**src/rtl/input_pkg.sv**
```systemverilog
// -----------------------------------------------------------------------------
// input_pkg
//   Shared definitions for the pushbutton / switch conditioning front end.
//   - deb_state_t : per-channel debounce FSM state encoding (2 bits)
//   - DEBOUNCE_5MS, LONG_1S5, DEF_CNT_W : board defaults at 100 MHz
//   - cnt_fits()  : elaboration helper, true when a counter of the given
//                   width can hold the given value without wrapping
// -----------------------------------------------------------------------------
package input_pkg;

    typedef enum logic [1:0] {
        IDLE      = 2'd0,
        CHK_PRESS = 2'd1,
        PRESSED   = 2'd2,
        CHK_REL   = 2'd3
    } deb_state_t;

    // 5 ms of stable input at 100 MHz
    localparam int unsigned DEBOUNCE_5MS = 32'd500000;
    // 1.5 s of stable press at 100 MHz
    localparam int unsigned LONG_1S5     = 32'd150000000;
    // 2**28 covers both board defaults
    localparam int unsigned DEF_CNT_W    = 32'd28;

    // True when 2**width > value, i.e. the counter can reach value without wrapping.
    function automatic logic cnt_fits(input int unsigned width, input int unsigned value);
        logic [63:0] limit;
        if (width >= 32'd63) begin
            return 1'b1;
        end else begin
            limit = 64'd1 << width;
            return (limit > 64'(value));
        end
    endfunction

endpackage

```
**src/rtl/debounce_channel.sv**
```systemverilog
// -----------------------------------------------------------------------------
// debounce_channel
//   One input channel: 2-flop synchroniser, polarity correction, debounce FSM
//   with a shared check/hold counter, and a sticky long_done bit so that a
//   long press is reported at most once per press.
//
//   Ports
//     clk           in   system clock, rising edge
//     reset         in   synchronous, active-low
//     raw_in        in   asynchronous pin
//     clean_out     out  debounced level, 1 = pressed
//     press_pulse   out  1-cycle strobe on clean_out 0->1
//     release_pulse out  1-cycle strobe on clean_out 1->0
//     long_pulse    out  1-cycle strobe after LONG_DELAY stable pressed cycles
//
//   All outputs come straight from flops.
// -----------------------------------------------------------------------------
module debounce_channel
    import input_pkg::*;
#(
    parameter int unsigned DEBOUNCE_DELAY = DEBOUNCE_5MS,
    parameter int unsigned LONG_DELAY     = LONG_1S5,
    parameter int unsigned CNT_W          = DEF_CNT_W,
    parameter logic        ACTIVE_LOW     = 1'b1
) (
    input  logic clk,
    input  logic reset,
    input  logic raw_in,
    output logic clean_out,
    output logic press_pulse,
    output logic release_pulse,
    output logic long_pulse
);

    // Counter compare points, sized to the counter.
    localparam logic [CNT_W-1:0] CNT_ZERO  = CNT_W'(0);
    localparam logic [CNT_W-1:0] CNT_ONE   = CNT_W'(1);
    localparam logic [CNT_W-1:0] DEB_LAST  = CNT_W'(DEBOUNCE_DELAY - 32'd1);
    localparam logic [CNT_W-1:0] LONG_LAST = CNT_W'(LONG_DELAY - 32'd1);
    localparam logic [CNT_W-1:0] LONG_MAX  = CNT_W'(LONG_DELAY);

    logic             sync1_r;
    logic             sync2_r;
    logic             s_in_s;

    deb_state_t       state_r;
    deb_state_t       state_s;
    logic [CNT_W-1:0] cnt_r;
    logic [CNT_W-1:0] cnt_s;
    logic             clean_r;
    logic             clean_s;
    logic             press_r;
    logic             press_s;
    logic             release_r;
    logic             release_s;
    logic             long_r;
    logic             long_s;
    logic             long_done_r;
    logic             long_done_s;

    // Two-flop synchroniser; reset loads the idle pin level so no phantom edge follows reset.
    always_ff @(posedge clk) begin
        if (!reset) begin
            sync1_r <= ACTIVE_LOW;
            sync2_r <= ACTIVE_LOW;
        end else begin
            sync1_r <= raw_in;
            sync2_r <= sync1_r;
        end
    end

    // Polarity correction: s_in_s is 1 whenever the button is physically pressed.
    assign s_in_s = sync2_r ^ ACTIVE_LOW;

    // Next-state and next-output logic for the debounce FSM.
    always_comb begin
        state_s     = state_r;
        cnt_s       = cnt_r;
        clean_s     = clean_r;
        press_s     = 1'b0;
        release_s   = 1'b0;
        long_s      = 1'b0;
        long_done_s = long_done_r;

        case (state_r)
            IDLE: begin
                clean_s = 1'b0;
                if (s_in_s) begin
                    state_s = CHK_PRESS;
                    cnt_s   = CNT_ONE;
                end else begin
                    cnt_s   = CNT_ZERO;
                end
            end

            CHK_PRESS: begin
                if (!s_in_s) begin
                    // Any disagreeing sample discards the run.
                    state_s = IDLE;
                    cnt_s   = CNT_ZERO;
                end else if (cnt_r == DEB_LAST) begin
                    state_s = PRESSED;
                    clean_s = 1'b1;
                    press_s = 1'b1;
                    cnt_s   = CNT_ZERO;
                end else begin
                    cnt_s   = cnt_r + CNT_ONE;
                end
            end

            PRESSED: begin
                if (!s_in_s) begin
                    state_s = CHK_REL;
                    cnt_s   = CNT_ONE;
                end else begin
                    // Hold counter saturates at LONG_DELAY so it can never wrap back.
                    if (cnt_r != LONG_MAX) begin
                        cnt_s = cnt_r + CNT_ONE;
                    end else begin
                        cnt_s = cnt_r;
                    end
                    if ((cnt_r == LONG_LAST) && !long_done_r) begin
                        long_s      = 1'b1;
                        long_done_s = 1'b1;
                    end else begin
                        long_s      = 1'b0;
                    end
                end
            end

            CHK_REL: begin
                if (s_in_s) begin
                    // Bounce while held: the hold count restarts, long_done stays sticky.
                    state_s = PRESSED;
                    cnt_s   = CNT_ZERO;
                end else if (cnt_r == DEB_LAST) begin
                    state_s     = IDLE;
                    clean_s     = 1'b0;
                    release_s   = 1'b1;
                    long_done_s = 1'b0;
                    cnt_s       = CNT_ZERO;
                end else begin
                    cnt_s   = cnt_r + CNT_ONE;
                end
            end

            default: begin
                state_s     = IDLE;
                cnt_s       = CNT_ZERO;
                clean_s     = 1'b0;
                long_done_s = 1'b0;
            end
        endcase
    end

    // FSM state, counter and registered outputs.
    always_ff @(posedge clk) begin
        if (!reset) begin
            state_r     <= IDLE;
            cnt_r       <= CNT_ZERO;
            clean_r     <= 1'b0;
            press_r     <= 1'b0;
            release_r   <= 1'b0;
            long_r      <= 1'b0;
            long_done_r <= 1'b0;
        end else begin
            state_r     <= state_s;
            cnt_r       <= cnt_s;
            clean_r     <= clean_s;
            press_r     <= press_s;
            release_r   <= release_s;
            long_r      <= long_s;
            long_done_r <= long_done_s;
        end
    end

    assign clean_out     = clean_r;
    assign press_pulse   = press_r;
    assign release_pulse = release_r;
    assign long_pulse    = long_r;

endmodule

```
**src/rtl/input_debouncer.sv**
```systemverilog
// -----------------------------------------------------------------------------
// input_debouncer
//   Conditioning stage for board pushbuttons / slide switches. Each of the
//   N_INPUTS channels is synchronised, debounced and turned into a clean level
//   plus press, release and long-press strobes. Channels are independent.
//
//   Ports
//     clk            in   1         system clock, rising edge
//     reset          in   1         synchronous, active-low
//     raw_in         in   N_INPUTS  asynchronous pins
//     clean_out      out  N_INPUTS  debounced level, 1 = pressed
//     press_pulse    out  N_INPUTS  1-cycle strobe on clean_out 0->1
//     release_pulse  out  N_INPUTS  1-cycle strobe on clean_out 1->0
//     long_pulse     out  N_INPUTS  1-cycle strobe after LONG_DELAY held cycles
//
//   ACTIVE_LOW bit i = 1 means pin i reads 0 when pressed.
//   Raw edge to clean_out / strobe latency is 2 + DEBOUNCE_DELAY cycles.
// -----------------------------------------------------------------------------
module input_debouncer
    import input_pkg::*;
#(
    parameter int unsigned          N_INPUTS       = 32'd3,
    parameter int unsigned          DEBOUNCE_DELAY = DEBOUNCE_5MS,
    parameter int unsigned          LONG_DELAY     = LONG_1S5,
    parameter int unsigned          CNT_W          = DEF_CNT_W,
    parameter logic [N_INPUTS-1:0]  ACTIVE_LOW     = {N_INPUTS{1'b1}}
) (
    input  logic                clk,
    input  logic                reset,
    input  logic [N_INPUTS-1:0] raw_in,
    output logic [N_INPUTS-1:0] clean_out,
    output logic [N_INPUTS-1:0] press_pulse,
    output logic [N_INPUTS-1:0] release_pulse,
    output logic [N_INPUTS-1:0] long_pulse
);

    localparam int unsigned MAX_DELAY =
        (DEBOUNCE_DELAY > LONG_DELAY) ? DEBOUNCE_DELAY : LONG_DELAY;

    // Refuse to build a counter that could wrap before reaching either delay.
    if (!cnt_fits(CNT_W, MAX_DELAY)) begin : g_cnt_w_too_small
        $error("input_debouncer: CNT_W=%0d cannot hold delay %0d", CNT_W, MAX_DELAY);
    end

    // The check counter starts at 1 on the first agreeing sample, so a delay of 1 cannot be expressed.
    if ((DEBOUNCE_DELAY < 32'd2) || (LONG_DELAY < 32'd1)) begin : g_delay_too_small
        $error("input_debouncer: DEBOUNCE_DELAY must be >= 2 and LONG_DELAY >= 1");
    end

    for (genvar i = 0; i < N_INPUTS; i++) begin : g_ch
        debounce_channel #(
            .DEBOUNCE_DELAY (DEBOUNCE_DELAY),
            .LONG_DELAY     (LONG_DELAY),
            .CNT_W          (CNT_W),
            .ACTIVE_LOW     (ACTIVE_LOW[i])
        ) u_channel (
            .clk           (clk),
            .reset         (reset),
            .raw_in        (raw_in[i]),
            .clean_out     (clean_out[i]),
            .press_pulse   (press_pulse[i]),
            .release_pulse (release_pulse[i]),
            .long_pulse    (long_pulse[i])
        );
    end

endmodule

```
**config.mk**
```make
export PLATFORM = sky130hd
export DESIGN_NAME = input_debouncer
export DESIGN_NICKNAME = d
export VERILOG_FILES = /design/src/rtl/input_pkg.sv /design/src/rtl/debounce_channel.sv /design/src/rtl/input_debouncer.sv
export SDC_FILE = /design/constraint.sdc
export NUM_CORES = 1
export LEC_CHECK = 0
export BUFFER_PORTS_ARGS = -buffer_cell sky130_fd_sc_hd__buf_2
export CAP_MARGIN = 30
export CORE_AREA = 2 2 108 110
export CTS_CLUSTER_DIAMETER = 30
export DETAILED_ROUTE_END_ITERATION = 16
export DIE_AREA = 0 0 110 112
export HOLD_SLACK_MARGIN = 0.1
export PLACE_DENSITY = 0.71
export SYNTH_ARGS = -nofsm -noshare
export SYNTH_HDL_FRONTEND = slang
export SYNTH_HIERARCHICAL = 1
export SYNTH_SLANG_ARGS = --single-unit
```
**constraint.sdc**
```tcl
create_clock -name clk -period 2.9 [get_ports clk]
set_clock_uncertainty 0.2 [all_clocks]
set_input_delay 0.145 -clock clk [delete_from_list [all_inputs] [get_ports clk]]
set_output_delay 0.145 -clock clk [all_outputs]
set_load 0.05 [all_outputs]
```
==> flow_metrics.env <==
export IMPL_status="finished clean"
export IMPL_hold_path_class="register to register"
export IMPL_maxCapViolations=0
export IMPL_cts_tree="built"
export IMPL_ir_drop_mv=0.420
export IMPL_finalHoldViolations=0
export IMPL_overflow=0
export IMPL_placed_cells=823
export IMPL_drt_iter0_markers=307
export IMPL_period_share_pct=94.0
export IMPL_crit_arrival_ps=2820
export IMPL_regArea_um2=2220
export IMPL_pin_count=17
export IMPL_die_area_um2=12300
export IMPL_dp_slack_ps=144
export IMPL_io_buffer_count=16
export IMPL_areaGrowthSynthToFinish_pct=9.34
export IMPL_cp_data_required_time_ps=3000
export IMPL_gp_congestion=0.874
export IMPL_wirelength_um=12500
export IMPL_clk_path_buf_depth=2
export IMPL_setup_viol=0
export IMPL_dpl_cell_area_um2=6200
export IMPL_antenna_found_initial=0
export IMPL_syn_avg_cell_area_um2=8.87
export IMPL_netlist_area_um2=6020
export IMPL_core_area_um2=11200
export IMPL_diodes=0
export IMPL_tightest_slew_ps=802
export IMPL_fin_nets=724
export IMPL_rows=39
export IMPL_worstSetupPathType="register to register"
export IMPL_synthArstFlopShare_pct=0
export IMPL_multi_input_area_um2=3540
export IMPL_vias=4885
export IMPL_yosys_register_bits=111
export IMPL_slew_violations=0
export IMPL_utilization_pct=58.9
export IMPL_setup_tns_ps=0
export IMPL_total_power_mw=3.21
export IMPL_path_max_fanout=10
export IMPL_wl_per_cell_um=14.8
export IMPL_synth_top_area_cell="dfxtp_1"
export IMPL_grtUsageTotal_pct=22.1
export IMPL_root_buffer="clkbuf_16"
export IMPL_cts_sinks=111
export IMPL_grt_pass1_wl_um=21900
export IMPL_start_kind="register"
export IMPL_hold_ws_ps=206
export IMPL_synth_top_cell_area_share_pct=36.9
export IMPL_synth_area_leaders="dfxtp_1 37%, xnor2_1 5.8%, xor2_1 5.1%"
export IMPL_synth_edff_count=0
export IMPL_htree_levels=3
export IMPL_yosys_most_used_dff="dfxtp_1"
export IMPL_syn_instance_count=678
export IMPL_r2r_slack_ps=170
export IMPL_drc=0
export IMPL_start_util_pct=53.8
export IMPL_clk_latency_ps=360
export IMPL_crit_path_end_kind="register"
export IMPL_clock_fmax_mhz=367
export IMPL_stdcell_area_um2=6580
export IMPL_mostFrequentLayoutCells="111 x dfxtp_1, 79 x nor2_1, 41 x nand2_1, 40 x xnor2_1, 38 x nand3_1"
export IMPL_layout_setup_ws_ps=175
export IMPL_grt_pass1_vias=4781
export IMPL_fin_cells=846
export IMPL_ys_warn_count=6
export IMPL_final_layout_size_suffix_gt1_share_pct=15.2
export IMPL_cts_buffers_inserted=9
export IMPL_fp_dieW_um=110
export IMPL_final_common_cell="dfxtp_1"
export IMPL_rsz0062_at_grt="no"
export IMPL_fill_cells=987
export IMPL_fp_dieH_um=112
export IMPL_p_leak_nw=2.18
export IMPL_first_pass_iters=4
export IMPL_grt_max_degree=35
export IMPL_ys_types=76
export IMPL_ys_seq_area_share_pct=36.9
export IMPL_syn_nets=704
export IMPL_vias_per_cell=5.77
export IMPL_max_slew_margin_rel_pct=46.1
export IMPL_p_per_area_nw_per_um2=488
export IMPL_hpwl_um=8950
export IMPL_fin_crit_ps=2730
export IMPL_drtAntennaViolNets=0
export IMPL_clk_pin_slew_ps=70
[path summary, 6_finish.rpt]
check                           cells past startpoint                        from                     endpoint
worst max-delay path                                6  g_ch[0].u_channel/cnt_r[9]  g_ch[0].u_channel/cnt_r[23]
worst max register to register                      6  g_ch[0].u_channel/cnt_r[9]  g_ch[0].u_channel/cnt_r[23]
worst min register to register                      1   g_ch[1].u_channel/sync1_r    g_ch[1].u_channel/sync2_r
worst min-delay path                                1   g_ch[1].u_channel/sync1_r    g_ch[1].u_channel/sync2_r
[cells in the mapped netlist (15+ instances only)]
cell type,count
nor3_1,27
nand4_1,33
nor2_1,79
nor3_2,21
ha_1,21
nand2_1,41
inv_1,24
xor2_1,35
dfxtp_1,111
nor4_1,15
xnor2_1,40
clkbuf_1,15
nand3_1,38
[routing by layer]
layer  global-route usage [%]  vias up  routed length, um
li1                         -     2448                  -
met1                     29.1     2328               5990
met2                     34.4       83               5780
met3                     4.68       26                452
met4                     9.62        0                260
met5                        0        -                  0
[timing repair]
action,CTS,global route
endpoints found under the setup margin,0,1
hold buffers,7,0
setup buffers,0,0
hold endpoints to repair,6,0
gates resized for setup,0,1
[worst max-delay path, cell delays in order (launching register included)]
cell and delay, ps:
dfxtp_1 350, or4b_1 580, or4_4 590, nor4_4 370, o221ai_4 230, buf_4 250
nor2_1 110
[sequential cells by signal (all words and copies together) (netlist names), named ones only]
name / cells
g_ch.u_channel/cnt_r: 84
g_ch.u_channel/clean_out: 3
g_ch.u_channel/long_done_r: 3
g_ch.u_channel/long_pulse: 3
g_ch.u_channel/press_pulse: 3
g_ch.u_channel/release_pulse: 3
g_ch.u_channel/state_r: 3
g_ch.u_channel/sync1_r: 3
g_ch.u_channel/sync2_r: 3
[power by group]
group	total, mW	switching, mW	internal, mW
combinational	0.389	0.237	0.152
clock	1.22	0.545	0.672
sequential	1.61	0.0477	1.56
[layout make-up]
class / instances / area share (%)
inverters: 25 / 1.43
flip-flops and latches: 111 / 33.8
well taps: 143 / 2.72
multi-input cells: 515 / 53.8
clock buffers: 13 / 4.26
clock inverters: 3 / 0.228
repair buffers: 36 / 3.77
[cell families after synthesis]
group | count (synthesis) | synth area share (%)
AO/OA/AOI/OAI | 60 | 7.76
AND/OR/NAND/NOR | 357 | 35.3
adder cells (fa/ha/maj) | 21 | 4.37
buffers and inverters | 52 | 4.41
multiplexers | 2 | 0.353
XOR/XNOR | 75 | 10.9
flip-flops | 111 | 36.9
Power figures use the tool's default switching activity.
